==> src/rtl/fp_op_controller.sv <==
//------------------------------------------------------------------------------
// fp_op_controller: sequences align/ALU/normalise/round-check on the FP datapath
// Rev 1.0
//------------------------------------------------------------------------------
`default_nettype none

module fp_op_controller #(
    parameter int EXP_W      = 8,
    parameter int FRAC_W     = 27,
    parameter int MAX_RENORM = 2
) (
    input  logic              clk,
    input  logic              rst_n,
    input  logic              start,
    input  logic [1:0]        op,
    input  logic [EXP_W-1:0]  exp_diff,
    input  logic [FRAC_W-1:0] frac_result,
    input  logic              carry,
    output logic              smaller_exp_src,
    output logic [EXP_W-1:0]  shift_right_qtt,
    output logic [1:0]        operation,
    output logic              normalization_src,
    output logic              shift_src,
    output logic              busy,
    output logic              done,
    output logic              result_latch_en,
    output logic              zero_res,
    output logic              err
);

    localparam int CNT_W = (MAX_RENORM < 1) ? 1 : $clog2(MAX_RENORM + 1);

    typedef enum logic [2:0] {
        S_IDLE   = 3'd0,
        S_EXP    = 3'd1,
        S_ALU    = 3'd2,
        S_NORM   = 3'd3,
        S_CHK    = 3'd4,
        S_RENORM = 3'd5,
        S_DONE   = 3'd6
    } state_t;

    state_t             state_q, state_d;
    logic [1:0]         op_q, op_d;
    logic               sm_q, sm_d;
    logic [EXP_W-1:0]   qtt_q, qtt_d;
    logic [1:0]         operation_q, operation_d;
    logic               norm_src_q, norm_src_d;
    logic               shift_src_q, shift_src_d;
    logic               busy_q, busy_d;
    logic               done_q, done_d;
    logic               latch_q, latch_d;
    logic               zero_q, zero_d;
    logic               err_q, err_d;
    logic [CNT_W-1:0]   cnt_q, cnt_d;

    // One extra bit so that negating the most negative exp_diff stays positive.
    logic [EXP_W:0]     mag;

    always_comb begin
        if (exp_diff[EXP_W-1]) begin
            mag = {1'b0, ~exp_diff} + {{EXP_W{1'b0}}, 1'b1};
        end else begin
            mag = {1'b0, exp_diff};
        end
    end

    always_comb begin
        state_d     = state_q;
        op_d        = op_q;
        sm_d        = sm_q;
        qtt_d       = qtt_q;
        operation_d = operation_q;
        norm_src_d  = norm_src_q;
        shift_src_d = shift_src_q;
        busy_d      = busy_q;
        done_d      = 1'b0;
        latch_d     = 1'b0;
        zero_d      = zero_q;
        err_d       = err_q;
        cnt_d       = cnt_q;

        case (state_q)
            S_IDLE: begin
                if (start) begin
                    op_d   = op;
                    busy_d = 1'b1;
                    if (op == 2'b11) begin
                        state_d = S_DONE;
                        err_d   = 1'b1;
                        done_d  = 1'b1;
                        latch_d = 1'b1;
                    end else begin
                        state_d = S_EXP;
                    end
                end
            end
            S_EXP: begin
                sm_d        = ~exp_diff[EXP_W-1];
                qtt_d       = (mag > (EXP_W+1)'(FRAC_W)) ? EXP_W'(FRAC_W) : mag[EXP_W-1:0];
                operation_d = op_q;
                norm_src_d  = 1'b1;
                state_d     = S_ALU;
            end
            S_ALU: begin
                shift_src_d = carry;
                if ((frac_result == '0) && !carry) begin
                    zero_d  = 1'b1;
                    done_d  = 1'b1;
                    latch_d = 1'b1;
                    state_d = S_DONE;
                end else begin
                    state_d = S_NORM;
                end
            end
            S_NORM: begin
                norm_src_d = 1'b0;
                state_d    = S_CHK;
            end
            S_CHK: begin
                if (frac_result[FRAC_W-1]) begin
                    done_d  = 1'b1;
                    latch_d = 1'b1;
                    state_d = S_DONE;
                end else if (cnt_q < CNT_W'(MAX_RENORM)) begin
                    shift_src_d = 1'b1;
                    state_d     = S_RENORM;
                end else begin
                    err_d   = 1'b1;
                    done_d  = 1'b1;
                    latch_d = 1'b1;
                    state_d = S_DONE;
                end
            end
            S_RENORM: begin
                cnt_d   = cnt_q + 1'b1;
                state_d = S_CHK;
            end
            S_DONE: begin
                busy_d     = 1'b0;
                zero_d     = 1'b0;
                err_d      = 1'b0;
                cnt_d      = '0;
                norm_src_d = 1'b1;
                state_d    = S_IDLE;
            end
            default: begin
                state_d = S_IDLE;
            end
        endcase
    end

    always_ff @(posedge clk or negedge rst_n) begin
        if (!rst_n) begin
            state_q     <= S_IDLE;
            op_q        <= 2'b00;
            sm_q        <= 1'b0;
            qtt_q       <= '0;
            operation_q <= 2'b00;
            norm_src_q  <= 1'b1;
            shift_src_q <= 1'b0;
            busy_q      <= 1'b0;
            done_q      <= 1'b0;
            latch_q     <= 1'b0;
            zero_q      <= 1'b0;
            err_q       <= 1'b0;
            cnt_q       <= '0;
        end else begin
            state_q     <= state_d;
            op_q        <= op_d;
            sm_q        <= sm_d;
            qtt_q       <= qtt_d;
            operation_q <= operation_d;
            norm_src_q  <= norm_src_d;
            shift_src_q <= shift_src_d;
            busy_q      <= busy_d;
            done_q      <= done_d;
            latch_q     <= latch_d;
            zero_q      <= zero_d;
            err_q       <= err_d;
            cnt_q       <= cnt_d;
        end
    end

    assign smaller_exp_src   = sm_q;
    assign shift_right_qtt   = qtt_q;
    assign operation         = operation_q;
    assign normalization_src = norm_src_q;
    assign shift_src         = shift_src_q;
    assign busy              = busy_q;
    assign done              = done_q;
    assign result_latch_en   = latch_q;
    assign zero_res          = zero_q;
    assign err               = err_q;

endmodule

`default_nettype wire

==> config.mk <==
export PLATFORM = sky130hd
export DESIGN_NAME = fp_op_controller
export DESIGN_NICKNAME = d
export VERILOG_FILES = /design/src/rtl/fp_op_controller.sv
export SDC_FILE = /design/constraint.sdc
export NUM_CORES = 1
export LEC_CHECK = 0
export BUFFER_PORTS_ARGS = -buffer_cell sky130_fd_sc_hd__clkbuf_2
export CORE_UTILIZATION = 34
export DETAILED_ROUTE_END_ITERATION = 12
export SYNTH_ARGS = -nofsm -noshare
export SYNTH_HDL_FRONTEND = slang
export SYNTH_SLANG_ARGS = --single-unit
==> constraint.sdc <==
create_clock -name clk -period 2.05 [get_ports clk]
set_input_delay 0.205 -clock clk [delete_from_list [all_inputs] [get_ports clk]]
set_output_delay 0.205 -clock clk [all_outputs]
set_load 0.005 [all_outputs]
==> results.sh <==
export IMPL_drt_pass1_iter_count=4
export IMPL_grt_start_max_net_pins=25
export IMPL_path_buf_inv=0
export IMPL_skew_ps=1.190
export IMPL_setup_tns_final_ps=0
export IMPL_cp_data_arrival_time_ps=1740
export IMPL_port_buffers=58
export IMPL_cts_buffer_depth=2
export IMPL_ctsHoldBuffers=1
export IMPL_syn_avg_cell_area_um2=9.118
export IMPL_multiInputGateArea_um2=679.4
export IMPL_cts_root_buffer="clkbuf_8"
export IMPL_drive_gt1_frac=0.3515
export IMPL_cp_max_fo=19
export IMPL_fp_dieArea_um2=4170
export IMPL_ys_top_cells_by_area="dfrtp_1 (43%), nand2_1 (5.1%), a21oi_1 (3.4%)"
export IMPL_endpoint_kind="flop"
export IMPL_die_h_um=64.58
export IMPL_wl_per_cell_um=12.50
export IMPL_die_width_um=64.58
export IMPL_p_per_area_nw_per_um2=1156
export IMPL_ys_seq_area_frac=0.4521
export IMPL_status="finished clean"
export IMPL_synth_top_area_frac=0.4323
export IMPL_cts_setup_buffers=0
export IMPL_cts_tree="built"
export IMPL_synth_nets=188
export IMPL_path_cells="nand2b_1 > nor3_1 > mux2_2"
export IMPL_synthCells=146
export IMPL_drtAntennaViolNets=0
export IMPL_synth_area_um2=1331
export IMPL_io_pins=59
export IMPL_worstSetupStartpointType="flop"
export IMPL_rsz0062_at_grt="false"
export IMPL_synth_cell_types=45
export IMPL_dpl_cell_area_um2=1654
export IMPL_synth_commonest_cells="dfrtp_1 (23), nand2_1 (18), nor2_1 (11), a21oi_1 (9), nor4_1 (7)"
export IMPL_num_rows=22
export IMPL_cpPeakStageDelay_ps=590
export IMPL_hpwlAfterDp_um=2435
export IMPL_synth_edf_count=0
export IMPL_clock_latency_ps=270
export IMPL_drcViolationCount=0
export IMPL_ys_ff_latch=24
export IMPL_vias=1268
export IMPL_drtIter0Drc=38
export IMPL_vdd_drop_max_v=0.0004442
export IMPL_antenna_found_initial=0
export IMPL_reg2reg_slack_ps=470
export IMPL_grt_pass1_vias=1235
export IMPL_cts_resized=0
export IMPL_gr_usage_all_layers=0.1608
export IMPL_hp_class="input port to flop"
export IMPL_core_um2=3716
export IMPL_finalCriticalPeriod_ps=1577
export IMPL_start_util=0.3582
export IMPL_overflow=0
export IMPL_slowest_stage="dfrtp_1"
export IMPL_yosys_warnings=0
export IMPL_leakagePower_nw=0.8232
export IMPL_grt_first_pass_wirelength_um=5299
export IMPL_cts_sinks=24
export IMPL_path_clk_slew_ps=80
export IMPL_synth_async_reset_ratio=1.000
export IMPL_n_fill_cell=377
export IMPL_synth_flop_cell="dfrtp_1"
export IMPL_finalSetupViolCount=0
export IMPL_htree_levels=1
export IMPL_slew_violations=0
export IMPL_fin_area_um2=1735
export IMPL_finalNetCount=245
export IMPL_path_class="flop to flop"
export IMPL_crit_family="flip-flops"
export IMPL_numCtsBuffers=3
export IMPL_yosysTopAreaCell="dfrtp_1"
export IMPL_routed_wl_um=3125
export IMPL_final_hold_violation_count=0
export IMPL_maxCapViolCount=0
export IMPL_fin_crit_sh=0.7691
export IMPL_place_congestion=0.7352
export IMPL_final_core_util=0.4670
export IMPL_antenna_cells=0
export IMPL_post_synth_top_count_cell="dfrtp_1"
export IMPL_fmax_mhz=634.3
export IMPL_ff_latch_area_um2=601.8
export IMPL_maxSlewHeadroom=0.6017
export IMPL_via_per_inst=5.072
export IMPL_synthToLayoutAreaGrowth_pct=30.36
export IMPL_critPathRequiredTime_ps=2210
export IMPL_worst_pin_slew_ps=597.4
[routing by layer]
layer  vias up  wire length, um  global-route usage
met5         -                0                   0
met4         0               57             0.07778
met3         6               83             0.02641
met2        27             1575              0.2868
met1       597             1408              0.1851
li1        638                -                   -
[report_power, final]
group          total [mW]  switching (mW)  internal [mW]
logic               0.770           0.381          0.389
clock network       0.414           0.153          0.261
registers           0.822           0.166          0.655
[layout make-up]
class,count,share of cell area
timing repair buffer,61,0.1817
tap,48,0.03461
inverter,2,0.004326
multi-input combinational,111,0.3915
sequential,24,0.3468
clock buffer,3,0.02379
clock inverter,1,0.01730
[tightest hold or removal path, stage by stage]
cell	delay, ps
clkbuf_2	100
inv_1	80
a31oi_1	70
[flip-flops by register name (all words and copies together) (netlist names), 2 cells and up]
register,count
operation,2
state_q,3
shift_right_qtt,8
op_q,2
cnt_q,2
[kinds of logic (layout without fill, tap and decap cells)]
logic type,after synthesis,count (layout),share of synthesized area
compound gates,35,35,0.1786
xor+xnor,4,4,0.02632
fa+ha+maj,1,1,0.009397
buf+inv,11,67,0.03760
flops,24,24,0.4521
mux,4,4,0.03289
simple gates,67,67,0.2632
[worst paths after layout]
kind / depth (start not counted) / start / end
max: 3 / state_q[2]$_DFFE_PN0P_ / op_q[1]$_DFFE_PN0P_
min: 3 / exp_diff[0] / shift_right_qtt[0]$_DFFE_PN0P_
max reg2reg: 3 / state_q[2]$_DFFE_PN0P_ / op_q[1]$_DFFE_PN0P_
min reg2reg: 2 / op_q[0]$_DFFE_PN0P_ / operation[0]$_DFFE_PN0P_
max in group asynchronous: 2 / rst_n / shift_right_qtt[4]$_DFFE_PN0P_
min in group asynchronous: 2 / rst_n / shift_src$_DFFE_PN0P_
[stage by stage]
stage          cells  total power [mW]  worst slack (ps)  hold slack [ps]
4_1_cts          250             2.029             473.2            225.3
3_3_place_gp     245             1.583             506.3            232.1
3_5_place_dp     245             1.610             452.1            245.9
2_1_floorplan    146             1.332             666.5           -90.59
6_report         250             2.006             473.4            221.5
5_1_grt          250             2.165             390.1            230.1
[cells in the final DEF (no fill, tap or decap), types with 2 or more instances in the layout]
| cell type | instances |
|---|---|
| a32o_1 | 2 |
| o21ai_0 | 6 |
| nor4b_1 | 2 |
| o21bai_1 | 2 |
| mux2_2 | 3 |
| xnor2_1 | 3 |
| buf_4 | 2 |
| nor2b_1 | 3 |
| a21o_1 | 2 |
| and2_1 | 4 |
| nand4_1 | 2 |
| inv_1 | 2 |
| clkbuf_8 | 3 |
| nor3_1 | 5 |
| dfrtp_1 | 23 |
| clkbuf_2 | 58 |
| nand2_1 | 18 |
| a31oi_1 | 4 |
| nand3_1 | 3 |
| a21oi_1 | 9 |
| nand2b_1 | 5 |
| nor4_1 | 7 |
| nor2_1 | 11 |
(Power assumes the default switching activity.)
